<file path="src/rtl/alu_seq.sv">
// alu_seq: multi-cycle ALU with valid/ready handshake on both sides.
// Single-cycle logic/arith ops plus iterative shift-add signed/unsigned multiply.
module alu_seq #(
    parameter int WIDTH = 8
) (
    input  logic                 i_CLK,
    input  logic                 i_RSTn,
    input  logic [WIDTH-1:0]     i_arg0,
    input  logic [WIDTH-1:0]     i_arg1,
    input  logic [2:0]           i_oper,
    input  logic                 i_VALID,
    output logic                 o_READY,
    output logic [2*WIDTH+3:0]   o_Y,
    output logic                 o_VALID,
    input  logic                 i_READY
);

    localparam int YW = 2*WIDTH + 4;
    localparam int CW = $clog2(WIDTH);
    localparam logic [CW-1:0] CNT_LAST = CW'(WIDTH - 1);

    localparam logic [2:0] OP_ADD  = 3'b000;
    localparam logic [2:0] OP_SUB  = 3'b001;
    localparam logic [2:0] OP_AND  = 3'b010;
    localparam logic [2:0] OP_POP  = 3'b011;
    localparam logic [2:0] OP_OR   = 3'b100;
    localparam logic [2:0] OP_XOR  = 3'b101;
    localparam logic [2:0] OP_SMUL = 3'b110;
    localparam logic [2:0] OP_UMUL = 3'b111;

    typedef enum logic [1:0] {
        ST_IDLE = 2'd0,
        ST_BUSY = 2'd1,
        ST_HOLD = 2'd2
    } state_t;

    state_t               state_q;
    logic [YW-1:0]        y_q;
    logic [CW-1:0]        cnt_q;
    logic [2*WIDTH-1:0]   acc_q;
    logic [2*WIDTH-1:0]   mcand_q;
    logic [WIDTH-1:0]     mplier_q;
    logic                 neg_q;
    logic                 smul_q;

    logic                 accept_s;
    logic                 mul_op_s;
    logic                 signed_op_s;
    logic [2*WIDTH-1:0]   acc_nxt_s;
    logic [2*WIDTH-1:0]   prod_s;

    function automatic logic [WIDTH-1:0] popcount(input logic [2*WIDTH-1:0] bits);
        logic [WIDTH-1:0] cnt;
        cnt = {WIDTH{1'b0}};
        for (int i = 0; i < 2*WIDTH; i++) begin
            cnt = cnt + {{(WIDTH-1){1'b0}}, bits[i]};
        end
        return cnt;
    endfunction

    // Unsigned magnitude; the most negative value maps to 2^(WIDTH-1), still exact in WIDTH bits.
    function automatic logic [WIDTH-1:0] magnitude(input logic [WIDTH-1:0] x, input logic take_abs);
        logic [WIDTH-1:0] m;
        if (take_abs && x[WIDTH-1]) begin
            m = ~x + {{(WIDTH-1){1'b0}}, 1'b1};
        end else begin
            m = x;
        end
        return m;
    endfunction

    function automatic logic [YW-1:0] alu_word(input logic [2:0] op,
                                               input logic [WIDTH-1:0] a,
                                               input logic [WIDTH-1:0] b);
        logic [WIDTH:0]   ext;
        logic [WIDTH-1:0] lo;
        logic             c;
        logic             v;
        ext = {(WIDTH+1){1'b0}};
        lo  = {WIDTH{1'b0}};
        c   = 1'b0;
        v   = 1'b0;
        case (op)
            OP_ADD: begin
                ext = {1'b0, a} + {1'b0, b};
                lo  = ext[WIDTH-1:0];
                c   = ext[WIDTH];
                v   = (a[WIDTH-1] == b[WIDTH-1]) && (lo[WIDTH-1] != a[WIDTH-1]);
            end
            OP_SUB: begin
                ext = {1'b0, a} - {1'b0, b};
                lo  = ext[WIDTH-1:0];
                c   = ext[WIDTH];
                v   = (a[WIDTH-1] != b[WIDTH-1]) && (lo[WIDTH-1] != a[WIDTH-1]);
            end
            OP_AND:  lo = a & b;
            OP_OR:   lo = a | b;
            OP_XOR:  lo = a ^ b;
            OP_POP:  lo = popcount({b, a});
            default: lo = {WIDTH{1'b0}};
        endcase
        return {{WIDTH{1'b0}}, lo, lo[WIDTH-1], (lo == {WIDTH{1'b0}}), c, v};
    endfunction

    function automatic logic [YW-1:0] mul_word(input logic [2*WIDTH-1:0] prod,
                                               input logic is_signed);
        logic [WIDTH-1:0] hi;
        logic [WIDTH-1:0] lo;
        logic             v;
        hi = prod[2*WIDTH-1:WIDTH];
        lo = prod[WIDTH-1:0];
        if (is_signed) begin
            v = (hi != {WIDTH{lo[WIDTH-1]}});
        end else begin
            v = (hi != {WIDTH{1'b0}});
        end
        return {hi, lo, hi[WIDTH-1], (prod == {(2*WIDTH){1'b0}}), 1'b0, v};
    endfunction

    // Ready depends on downstream only while a result is being held.
    always_comb begin
        o_READY = 1'b0;
        case (state_q)
            ST_IDLE: o_READY = 1'b1;
            ST_BUSY: o_READY = 1'b0;
            ST_HOLD: o_READY = i_READY;
            default: o_READY = 1'b0;
        endcase
    end

    assign accept_s    = i_VALID && o_READY;
    assign mul_op_s    = (i_oper == OP_SMUL) || (i_oper == OP_UMUL);
    assign signed_op_s = (i_oper == OP_SMUL);

    // One shift-add step and the sign-corrected product it would produce.
    always_comb begin
        acc_nxt_s = acc_q + (mplier_q[0] ? mcand_q : {(2*WIDTH){1'b0}});
        if (neg_q) begin
            prod_s = ~acc_nxt_s + {{(2*WIDTH-1){1'b0}}, 1'b1};
        end else begin
            prod_s = acc_nxt_s;
        end
    end

    // Control FSM, multiply datapath and result register.
    always_ff @(posedge i_CLK or negedge i_RSTn) begin
        if (!i_RSTn) begin
            state_q  <= ST_IDLE;
            y_q      <= {YW{1'b0}};
            cnt_q    <= {CW{1'b0}};
            acc_q    <= {(2*WIDTH){1'b0}};
            mcand_q  <= {(2*WIDTH){1'b0}};
            mplier_q <= {WIDTH{1'b0}};
            neg_q    <= 1'b0;
            smul_q   <= 1'b0;
        end else if (accept_s) begin
            if (mul_op_s) begin
                state_q  <= ST_BUSY;
                cnt_q    <= {CW{1'b0}};
                acc_q    <= {(2*WIDTH){1'b0}};
                mcand_q  <= {{WIDTH{1'b0}}, magnitude(i_arg0, signed_op_s)};
                mplier_q <= magnitude(i_arg1, signed_op_s);
                neg_q    <= signed_op_s && (i_arg0[WIDTH-1] ^ i_arg1[WIDTH-1]);
                smul_q   <= signed_op_s;
            end else begin
                state_q <= ST_HOLD;
                y_q     <= alu_word(i_oper, i_arg0, i_arg1);
            end
        end else begin
            case (state_q)
                ST_BUSY: begin
                    acc_q    <= acc_nxt_s;
                    mcand_q  <= mcand_q << 1;
                    mplier_q <= mplier_q >> 1;
                    if (cnt_q == CNT_LAST) begin
                        y_q     <= mul_word(prod_s, smul_q);
                        state_q <= ST_HOLD;
                        cnt_q   <= {CW{1'b0}};
                    end else begin
                        cnt_q <= cnt_q + {{(CW-1){1'b0}}, 1'b1};
                    end
                end
                ST_HOLD: begin
                    if (i_READY) begin
                        state_q <= ST_IDLE;
                    end else begin
                        state_q <= ST_HOLD;
                    end
                end
                ST_IDLE: state_q <= ST_IDLE;
                default: state_q <= ST_IDLE;
            endcase
        end
    end

    assign o_Y     = y_q;
    assign o_VALID = (state_q == ST_HOLD);

endmodule

</file>
<file path="config.mk">
export PLATFORM = sky130hd
export DESIGN_NAME = alu_seq
export DESIGN_NICKNAME = d
export VERILOG_FILES = /design/src/rtl/alu_seq.sv
export SDC_FILE = /design/constraint.sdc
export NUM_CORES = 1
export LEC_CHECK = 0
export BUFFER_PORTS_ARGS = -buffer_cell sky130_fd_sc_hd__buf_2
export CAP_MARGIN = 20
export CORE_AREA = 2 2 106 108
export CTS_BUF_LIST = sky130_fd_sc_hd__clkbuf_4 sky130_fd_sc_hd__clkbuf_8
export DETAILED_ROUTE_END_ITERATION = 12
export DIE_AREA = 0 0 108 110
export HOLD_SLACK_MARGIN = 0.02
export PLACE_DENSITY = 0.8
export SKIP_LAST_GASP = 1
export SLEW_MARGIN = 20
export SYNTH_ARGS = -nofsm -noshare
export SYNTH_HDL_FRONTEND = slang
export SYNTH_SLANG_ARGS = --single-unit
</file>
<file path="constraint.sdc">
create_clock -name i_CLK -period 3.4 [get_ports i_CLK]
set_input_delay 0 -clock i_CLK [delete_from_list [all_inputs] [get_ports i_CLK]]
set_output_delay 0 -clock i_CLK [all_outputs]
set_load 0.01 [all_outputs]
</file>
==> impl_results.md, run 1 <==
* Antenna cells at 0
* Largest stage delay, worst path at 550 ps
* Place WS at -1070 ps
* H-tree Lvls at 3
* GR Util All Layers at 30.7%
* Final period util at 111%
* Worst hold start: i_arg1[7]
* DRC Markers at 0
* Die X at approximately 110 um
* YS warnings at 0
* Cell area after synthesis at 5950 um2
* Min cycle time layout at 3780 ps
* Slew HR at a little over two fifths
* RD Place Congestion at 0.982
* Final hold violation count at 0
* Post-route ant nets at 0
* Status: finished, violations left
* Leakage at between 3 and 4 nW
* Layout cells sized above 1 at 31.7%
* I/O Buffers at 44
* TritonRoute pass-1 iters at 5
* Antenna violations before repair at 0
* Syn_nets at 783
* Via Count at 5838
* Global-route wire length before repair at between 20 and 30 mm
* Number of synthesized flops with an enable pin at 0
* WL/cell at 17.6 um
* CTS tree: built
* Clock sinks at 67
* Post-placement cell count at 952
* Die Ht at 110 um
* Max Clk Rate at about 260 MHz
* Fin nets at 940
* Avg Inst Size Synth at 8.55 um2
* CP max-delay cell: fa_1
* Vias per Instance at between 5 and 6
* Total Wirelength at 17.5 mm
* Clk root buf: clkbuf_8
* Layout area overhead at 31.2%
* Syn Inst Count at 695
* Main synth FF type: dfrtp_1
* Asr flop ratio synth at 100%
* DIE AREA at roughly 12000 um2
* RSZ-0062 raised after global routing: yes
* DPL Wire Length at 12.9 mm
* Ports at 45
* Critical path peak fanout at 2
* CTS buffer count at 9
* Non-Filler Instances at 997
* HP Class: in2reg
* Total power at 4.59 mW
* Max-capacitance violation count at 0
* Final setup violation count at 7
* Final worst-path setup slack at -379 ps
* #FFs+latches synth at 67
* Crit path required time at 3690 ps
* Vias in the first global route at just under 6000
* CP dominant cell by count: fa_1
* Worst-margin pin slew at 842 ps
* Worst-Skew Late Latency at 360 ps
* Core Area at 10700 um2
* Worst EP arrival at between 4000 and 5000 ps
* Setup crit start kind: input pin
* Total grt overflow at 0
* VDD IR max at 0.000457 V
* Rows at 38
* Final core utilization at 72.9%
* Delay-heaviest family, CP: adder cells
* CP bufs+invs at 3
* Violated checks: setup timing
* Synth cell types at 77
* Iteration-0 DRC Markers at 429
* Pwr Density at 588 nW/um2
* Final Skew at 19.3 ps
* Crit-path cells: buf_2, inv_2, fa_1, fa_1, fa_1, fa_1, inv_2, ha_4, fa_2, xnor2_2, o21ai_1, a221o_1, or3b_4, nor4_4, a41o_1, a21o_1
* Starting Density at a little under three fifths
* WS Path Type: in2reg
* Final Max Tran Viols at 0
* Largest net degree at the start of global routing at 48
* Max Root-Sink Buffers at 2
* Clock transition at path regs at about 80 ps
* Crit path from: i_arg0[0]
* CP endpoint kind: flip-flop
* Worst reg2reg path startpoint: mplier_q[0]
* Sequential element share of the synthesized area at between 20% and 30%
-- sequential cells by signal, indices dropped and copies added (netlist names) --
register  cells
mcand_q      16
acc_q        16
mplier_q      8
cnt_q         3
o_Y          20
smul_q        1
neg_q         1
state_q       2
-- cell usage after synthesis (3+ instances only) --
library cell	instances	area share, %
inv_1	40	2.5
o31ai_1	10	1.3
a21oi_1	54	4.5
a22oi_1	3	0.38
mux2i_1	9	1.5
nor2b_1	5	0.53
nand2b_1	10	1.1
buf_1	4	0.25
o21bai_1	7	0.88
o211ai_1	3	0.38
o21ai_0	63	5.3
a22o_1	18	2.7
or3_1	6	0.63
nand2_1	81	5.1
a222oi_1	3	0.51
o21a_1	4	0.51
clkbuf_1	22	1.4
ha_1	52	11
a31oi_1	4	0.42
xor2_1	15	2.2
a21o_1	11	1.4
and2_1	18	1.9
o22ai_1	4	0.42
nand4_1	4	0.42
xnor2_1	27	4.0
nand3_1	21	1.8
dfrtp_1	67	28
buf_2	3	0.25
nor2_1	46	2.9
and3_1	3	0.32
mux2_2	4	0.76
nor3_1	4	0.34
nor4_1	4	0.42
fa_1	13	4.4
-- layout by cell type, fill, tap and decap left out, types with 4 or more instances in the layout --
master and count:
a21o_1 11, a21oi_1 49, a21oi_2 5, a22o_1 18, a31oi_1 4, and2_1 17, buf_2 37, buf_4 130
buf_6 7, clkbuf_8 11, dfrtp_1 66, fa_1 11, ha_1 48, ha_4 4, inv_1 29, inv_2 10
mux2_2 4, mux2i_1 9, nand2_1 80, nand2b_1 7, nand3_1 21, nand4_1 4, nor2_1 43, nor2b_1 4
o21a_1 4, o21ai_0 58, o21bai_1 7, o31ai_1 6, or3_1 6, xnor2_1 24, xor2_1 14
-- metrics by stage --
step / cell area (um2) / setup TNS, ps / hold WS, ps
2_1_floorplan: 5990 / -686 / -296
3_3_place_gp: 7040 / -2360 / 235
3_5_place_dp: 7040 / -3610 / 255
4_1_cts: 7620 / -1970 / 43.2
5_1_grt: 7800 / -2060 / 79.3
6_report: 7800 / -1100 / 55.0
-- worst paths after layout --
check / cells after the start / slack [ps] / to
setup / recovery: 16 / -380 / o_Y[2]
hold / removal: 3 / 60 / mplier_q[7]
setup reg to reg: 15 / -190 / o_Y[3]
hold reg to reg: 2 / 490 / mplier_q[1]
max in group asynchronous: 3 / 2450 / mplier_q[0]
min in group asynchronous: 2 / 180 / o_Y[15]
-- layout make-up --
type / count / area, um2
Tap cell: 140 / 175
Inverter: 40 / 153
Clock buffer: 11 / 151
Fill cell: 820 / 2900
Clock inverter: 5 / 58.8
Sequential cell: 67 / 1680
Multi-Input combinational cell: 556 / 4290
Timing Repair Buffer: 178 / 1290
-- worst min-delay path, cell delays in order --
cell and delay (ps):
buf_6 70, buf_4 140, a32o_1 160
-- report_power, final --
part           internal [mW]  switching, mW
sequential             0.984          0.140
clock                  0.380          0.328
combinational           1.37           1.39
-- kinds of logic after synthesis --
logic type | after synthesis | share of synthesized area [%]
flip-flops | 67 | 28.2
AND/OR/NAND/NOR | 219 | 18.0
buffers and inverters | 72 | 4.92
multiplexers | 14 | 2.65
XOR/XNOR | 44 | 6.73
AO/OA/AOI/OAI | 214 | 24.2
adder cells (fa/ha/maj) | 65 | 15.3
-- timing repair --
item,4_1_cts,5_1_grt
buffers inserted,25,10
endpoints found under the setup margin,9,14
pin swaps,17,26
hold endpoints to repair,47,0
hold buffers,2,0
resized for setup,43,32
-- routing by layer --
metal	vias to the layer above	wire [um]	GRT usage, %
met5	-	0	0
met4	0	841	15.0
met3	60	928	5.41
met2	221	8640	54.6
met1	2781	7090	35.7
li1	2776	-	-
No activity file was read; power rests on OpenSTA's default activity.
==> run 2: changes to the inputs <==
--- a/config.mk
+++ b/config.mk
@@ -7,12 +7,12 @@
 export LEC_CHECK = 0
 export BUFFER_PORTS_ARGS = -buffer_cell sky130_fd_sc_hd__buf_2
 export CAP_MARGIN = 20
-export CORE_AREA = 2 2 106 108
+export CORE_AREA = 2 2 105 107
 export CTS_BUF_LIST = sky130_fd_sc_hd__clkbuf_4 sky130_fd_sc_hd__clkbuf_8
 export DETAILED_ROUTE_END_ITERATION = 12
-export DIE_AREA = 0 0 108 110
+export DIE_AREA = 0 0 107 109
 export HOLD_SLACK_MARGIN = 0.02
-export PLACE_DENSITY = 0.8
+export PLACE_DENSITY = 0.79
 export SKIP_LAST_GASP = 1
 export SLEW_MARGIN = 20
 export SYNTH_ARGS = -nofsm -noshare
==> constraint.sdc (replaced) <==
create_clock -name i_CLK -period 4.8 [get_ports i_CLK]
set_input_delay 0 -clock i_CLK [delete_from_list [all_inputs] [get_ports i_CLK]]
set_output_delay 0 -clock i_CLK [all_outputs]
set_load 0.01 [all_outputs]
==> impl_results.md, run 2 (synthesis gave the netlist of run 1 again) <==
* Cell Int Power at between 1.5 and 2 mW
* Starting Density at 56.1%
* HP Class: in2reg
* Status: completed
* Rows at 38
* Worst hold margin at between 40 and 50 ps
* CP bufs+invs at 4
* Crit-path cells: dlygate4sd3_1, buf_2, inv_1, fa_1, fa_1, fa_1, fa_1, inv_1, ha_1, fa_1, xnor2_1, o21ai_0, a221o_1, or3b_2, nor4_1, a41o_1, a21o_1
* Total Wirelength at 15.5 mm
* Die Ht at 109 um
* CP dominant cell by count: fa_1
* Post-route ant nets at 0
* Ports at 45
* Total power at 2.65 mW
* Most common cell after layout, fill and taps aside: nand2_1
* Largest stage delay, worst path at 530 ps
* Critical path peak fanout at 8
* Clock transition at path regs at 80 ps
* Final TNS setup at 0 ps
* Worst-Skew Late Latency at 360 ps
* Total grt overflow at 0
* DPL Wire Length at 12.1 mm
* CP max-delay cell: dlygate4sd3_1
* Comb power frac at 51.8%
* Vias in the first global route at 5053
* RSZ-0062 raised after global routing: no
* Non-Filler Instances at approximately 870
* Final worst-path setup slack at 124 ps
* Sequential power share at a little under a third
* CP endpoint kind: flip-flop
* Vias per Instance at between 6 and 7
* Sw Ratio at 42.6%
* Leakage at 3.10 nW
* Postcts setup bufs at 0
* VDD IR max at 0.000218 V
* Placed cell area at 6250 um2
* Max Clk Rate at 214 MHz
* Setup crit start kind: input pin
* Core Area at approximately 11000 um2
* Final Max Tran Viols at 0
* I/O Buffers at between 40 and 50
* DIE AREA at 11700 um2
* Final hold violation count at 0
* H-tree Lvls at 3
* Final period util at 97.4%
* Worst-margin pin slew at 855 ps
* WL/cell at 17.8 um
* Switch Pwr at between 1 and 1.5 mW
* Clock power share at 18.0%
* Place WS at 253 ps
* Design area at 6470 um2
* WS Path Type: in2reg
* Antenna cells at 0
* Final Skew at ~11 ps
* Largest register FFs at 20
* Slew HR at 43.0%
* Layout cells sized above 1 at about an eighth
* RD Place Congestion at 0.922
* Antenna violations before repair at 0
* Clock sinks at between 60 and 70
* Post-placement cell count at approximately 850
* Final core utilization at 61.0%
* Max-capacitance violation count at 0
* GR Util All Layers at 27.4%
* Final setup violation count at 0
* Pwr Density at 410 nW/um2
* Layout area overhead at 8.78%
* Worst EP arrival at 4980 ps
* Fin nets at 814
* Max Root-Sink Buffers at 2
* Via Count at 5266
* Most frequent cells in the layout: 81 x nand2_1, 67 x dfrtp_1, 63 x o21ai_0
* CTS buffer count at 9
* Iteration-0 DRC Markers at 406
* Clk root buf: clkbuf_8
* Crit path required time at 5100 ps
* DRC Markers at 0
* CTS tree: built
* Largest net degree at the start of global routing at 68
* Delay-heaviest family, CP: adder cells
* Die X at 107 um
* Global-route wire length before repair at 25.0 mm
* TritonRoute pass-1 iters at 5
* Min cycle time layout at 4680 ps
## run 2: cell types whose count changed in the layout (fill, tap and decap cells not counted), sizes merged
cell,delta
buf,-126
clkbuf,-1
clkinv,+2
clkinvlp,-1
## run 2: layout make-up
class,count,area (um2)
fill,964,4140
multi-input combinational,556,3980
sequential,67,1680
timing repair buffer,52,285
tap,140,175
inverter,40,150
clock buffer,10,131
clock inverter,6,65.1
## run 2: tightest hold or removal path: cells and delay by family
kind,cells,cell delay (ps)
compound gates,2,210
simple gates,1,50
buf+inv,1,110
## run 2: per-layer routing
layer	up-vias	global-route usage, %	wire length, um
met5	-	0	0
met4	0	10.5	466
met3	38	4.60	752
met2	179	46.1	7470
met1	2529	35.6	6840
li1	2520	-	-
## run 2: power by group through the flow
stage	clock [mW]	combinational [mW]	sequential [mW]
after global routing	0.510	1.54	0.823
after CTS	0.486	1.37	0.801
final	0.476	1.37	0.803
after floorplan	0	1.04	0.795
after detailed placement	0	1.36	0.811
after global placement	0	1.32	0.802
## run 2: worst paths after layout
path | end | cells past startpoint | slack (ps) | from
max | o_Y[2] | 17 | 120 | i_arg1[7]
min | state_q[1] | 4 | 50 | i_READY
max reg2reg | o_Y[0] | 14 | 710 | mplier_q[0]
max in group asynchronous | mplier_q[3] | 3 | 3880 | i_RSTn
min reg2reg | mplier_q[2] | 2 | 480 | mplier_q[2]
min in group asynchronous | o_Y[3] | 3 | 350 | i_RSTn
## run 2: repair_timing
action	4_1_cts	5_1_grt
gates resized for setup	0	0
endpoints found under the hold margin	68	0
hold buffers	2	0
==> run 3: changes to the inputs <==
--- a/config.mk
+++ b/config.mk
@@ -8,7 +8,6 @@
 export BUFFER_PORTS_ARGS = -buffer_cell sky130_fd_sc_hd__buf_2
 export CAP_MARGIN = 20
 export CORE_AREA = 2 2 105 107
-export CTS_BUF_LIST = sky130_fd_sc_hd__clkbuf_4 sky130_fd_sc_hd__clkbuf_8
 export DETAILED_ROUTE_END_ITERATION = 12
 export DIE_AREA = 0 0 107 109
 export HOLD_SLACK_MARGIN = 0.02
==> impl_results.md, run 3 (synthesis gave the netlist of run 1 again) <==
* Max Clk Rate at 214 MHz
* Max-capacitance violation count at 0
* Rows at 38
* Place WS at 253 ps
* Largest register FFs at 20
* HP Class: in2reg
* Most frequent cells in the layout: 81 x nand2_1, 67 x dfrtp_1, 63 x o21ai_0
* Final worst-path setup slack at 137 ps
* Core Area at 10600 um2
* TritonRoute pass-1 iters at 6
* Worst-margin pin slew at 863 ps
* Slew HR at 42.5%
* Sw Ratio at a little over two fifths
* CP max-delay cell: dlygate4sd3_1
* Worst-Skew Late Latency at 360 ps
* Met3 WL at 788 um
* Clk root buf: clkbuf_8
* Largest net degree at the start of global routing at between 60 and 70
* WL/cell at ~18 um
* Die Ht at 109 um
* Crit-path cells: dlygate4sd3_1, buf_2, inv_1, fa_1, fa_1, fa_1, fa_1, inv_1, ha_1, fa_1, xnor2_1, o21ai_0, a221o_1, or3b_2, nor4_1, a41o_1, a21o_1
* Switch Pwr at 1.13 mW
* CP dominant cell by count: fa_1
* Die X at about 110 um
* Leakage at slightly above 3 nW
* Total Wirelength at between 15 and 20 mm
* Layout area overhead at 8.71%
* Clock sinks at 67
* Met2 routed WL at 7.45 mm
* Most common cell after layout, fill and taps aside: nand2_1
* Clock power share at 17.8%
* Setup crit start kind: input pin
* Max Root-Sink Buffers at 2
* Critical path peak fanout at 8
* Cell Int Power at approximately 1.5 mW
* Delay-heaviest family, CP: adder cells
* Total power at 2.65 mW
* WS Path Type: in2reg
* Pwr Density at 409 nW/um2
* Met1 wire length at approximately 6.8 mm
* I/O Buffers at 44
* DIE AREA at 11700 um2
* Final setup violation count at 0
* Fill cell count at 962
* Total grt overflow at 0
* Min cycle time layout at 4660 ps
* RD Place Congestion at 0.922
* Starting Density at 56.1%
* Highest Signal Layer: met4
* DPL Wire Length at ~12 mm
* Comb power frac at between 50 and 60%
* CTS buffer count at 9
* Sequential power share at a little under a third
* H-tree Lvls at 3
* Final hold violation count at 0
* Via Count at around 5300
* Final Skew at about 13 ps
* Post-cts resize count at 0
* Post-route ant nets at 0
* Final TNS setup at 0 ps
* CTS tree: built
* VDD IR max at around 0.00022 V
* Antenna cells at 0
* CP endpoint kind: flip-flop
* RSZ-0062 raised after global routing: no
* Fin nets at just over 800
* Largest stage delay, worst path at between 500 and 600 ps
* Postcts setup bufs at 0
* Crit path required time at 5100 ps
* Final period util at 97.1%
* Worst EP arrival at 4960 ps
* GR Util All Layers at 27.4%
* Iteration-0 DRC Markers at 427
* Ports at 45
* Global-route wire length before repair at roughly 25 mm
* Clock transition at path regs at 80 ps
* Antenna violations before repair at 0
* CP bufs+invs at 4
* Hold_buf cts at 2
* Status: completed
* Vias per Instance at 6.10
* Non-Filler Instances at 871
* Post-placement cell count at 853
* Final Max Tran Viols at 0
* Vias in the first global route at 5053
* Layout cells sized above 1 at 13.1%
* DRC Markers at 0
[run 3: cell counts in the layout (fill, tap and decap cells not counted)]
Identical to the previous run, type by type.
[run 3: area by class of cell]
type                       count  area, um2  share of cell area (%)
tap                          140        175                    2.71
sequential                    67       1680                    25.9
timing repair buffer          52        285                    4.41
multi-input combinational    556       3980                    61.6
inverter                      40        150                    2.32
clock buffer                  10        128                    1.97
clock inverter                 6       65.1                    1.01
[run 3: power by group through the flow]
stage	clock, mW	sequential, mW	combinational [mW]
after floorplan	0	0.795	1.04
after global placement	0	0.802	1.32
after detailed placement	0	0.811	1.36
after CTS	0.481	0.801	1.37
after global routing	0.505	0.823	1.54
final	0.471	0.803	1.37
[run 3: path summary, 6_finish.rpt]
check | from | slack (ps) | to | cells past startpoint
max in group asynchronous | i_RSTn | 3870 | cnt_q[0] | 3
worst max register to register | mplier_q[0] | 700 | o_Y[0] | 14
worst max-delay path | i_arg1[7] | 140 | o_Y[2] | 17
worst min register to register | mplier_q[2] | 480 | mplier_q[2] | 2
min in group asynchronous | i_RSTn | 350 | o_Y[19] | 3
worst min-delay path | i_READY | 50 | state_q[1] | 4
[run 3: metrics by stage]
step / util [%] / area [um2] / hold slack [ps]
after CTS: 61.0 / 6460 / 22.2
after floorplan: - / 5950 / -296
after global placement: 59.0 / 6250 / 225
after global routing: 61.0 / 6460 / 62.5
after detailed placement: 59.0 / 6250 / 254
final: 61.0 / 6460 / 51.6
[run 3: per-layer routing]
layer / vias up / GRT usage [%]
li1: 2520 / -
met1: 2574 / 35.6
met5: - / 0
met3: 41 / 4.60
met2: 178 / 46.1
met4: 0 / 10.5
[run 3: worst register-to-register path, delay by kind of cell, from the launching register on]
family / cells / cell delay [ps]
buffers and inverters: 1 / 60
adders and majority gates: 2 / 590
DFF: 1 / 590
xor gates and xnor gates: 1 / 160
AOI/OAI and AO/OA: 5 / 930
and+or+nand+nor: 5 / 1670
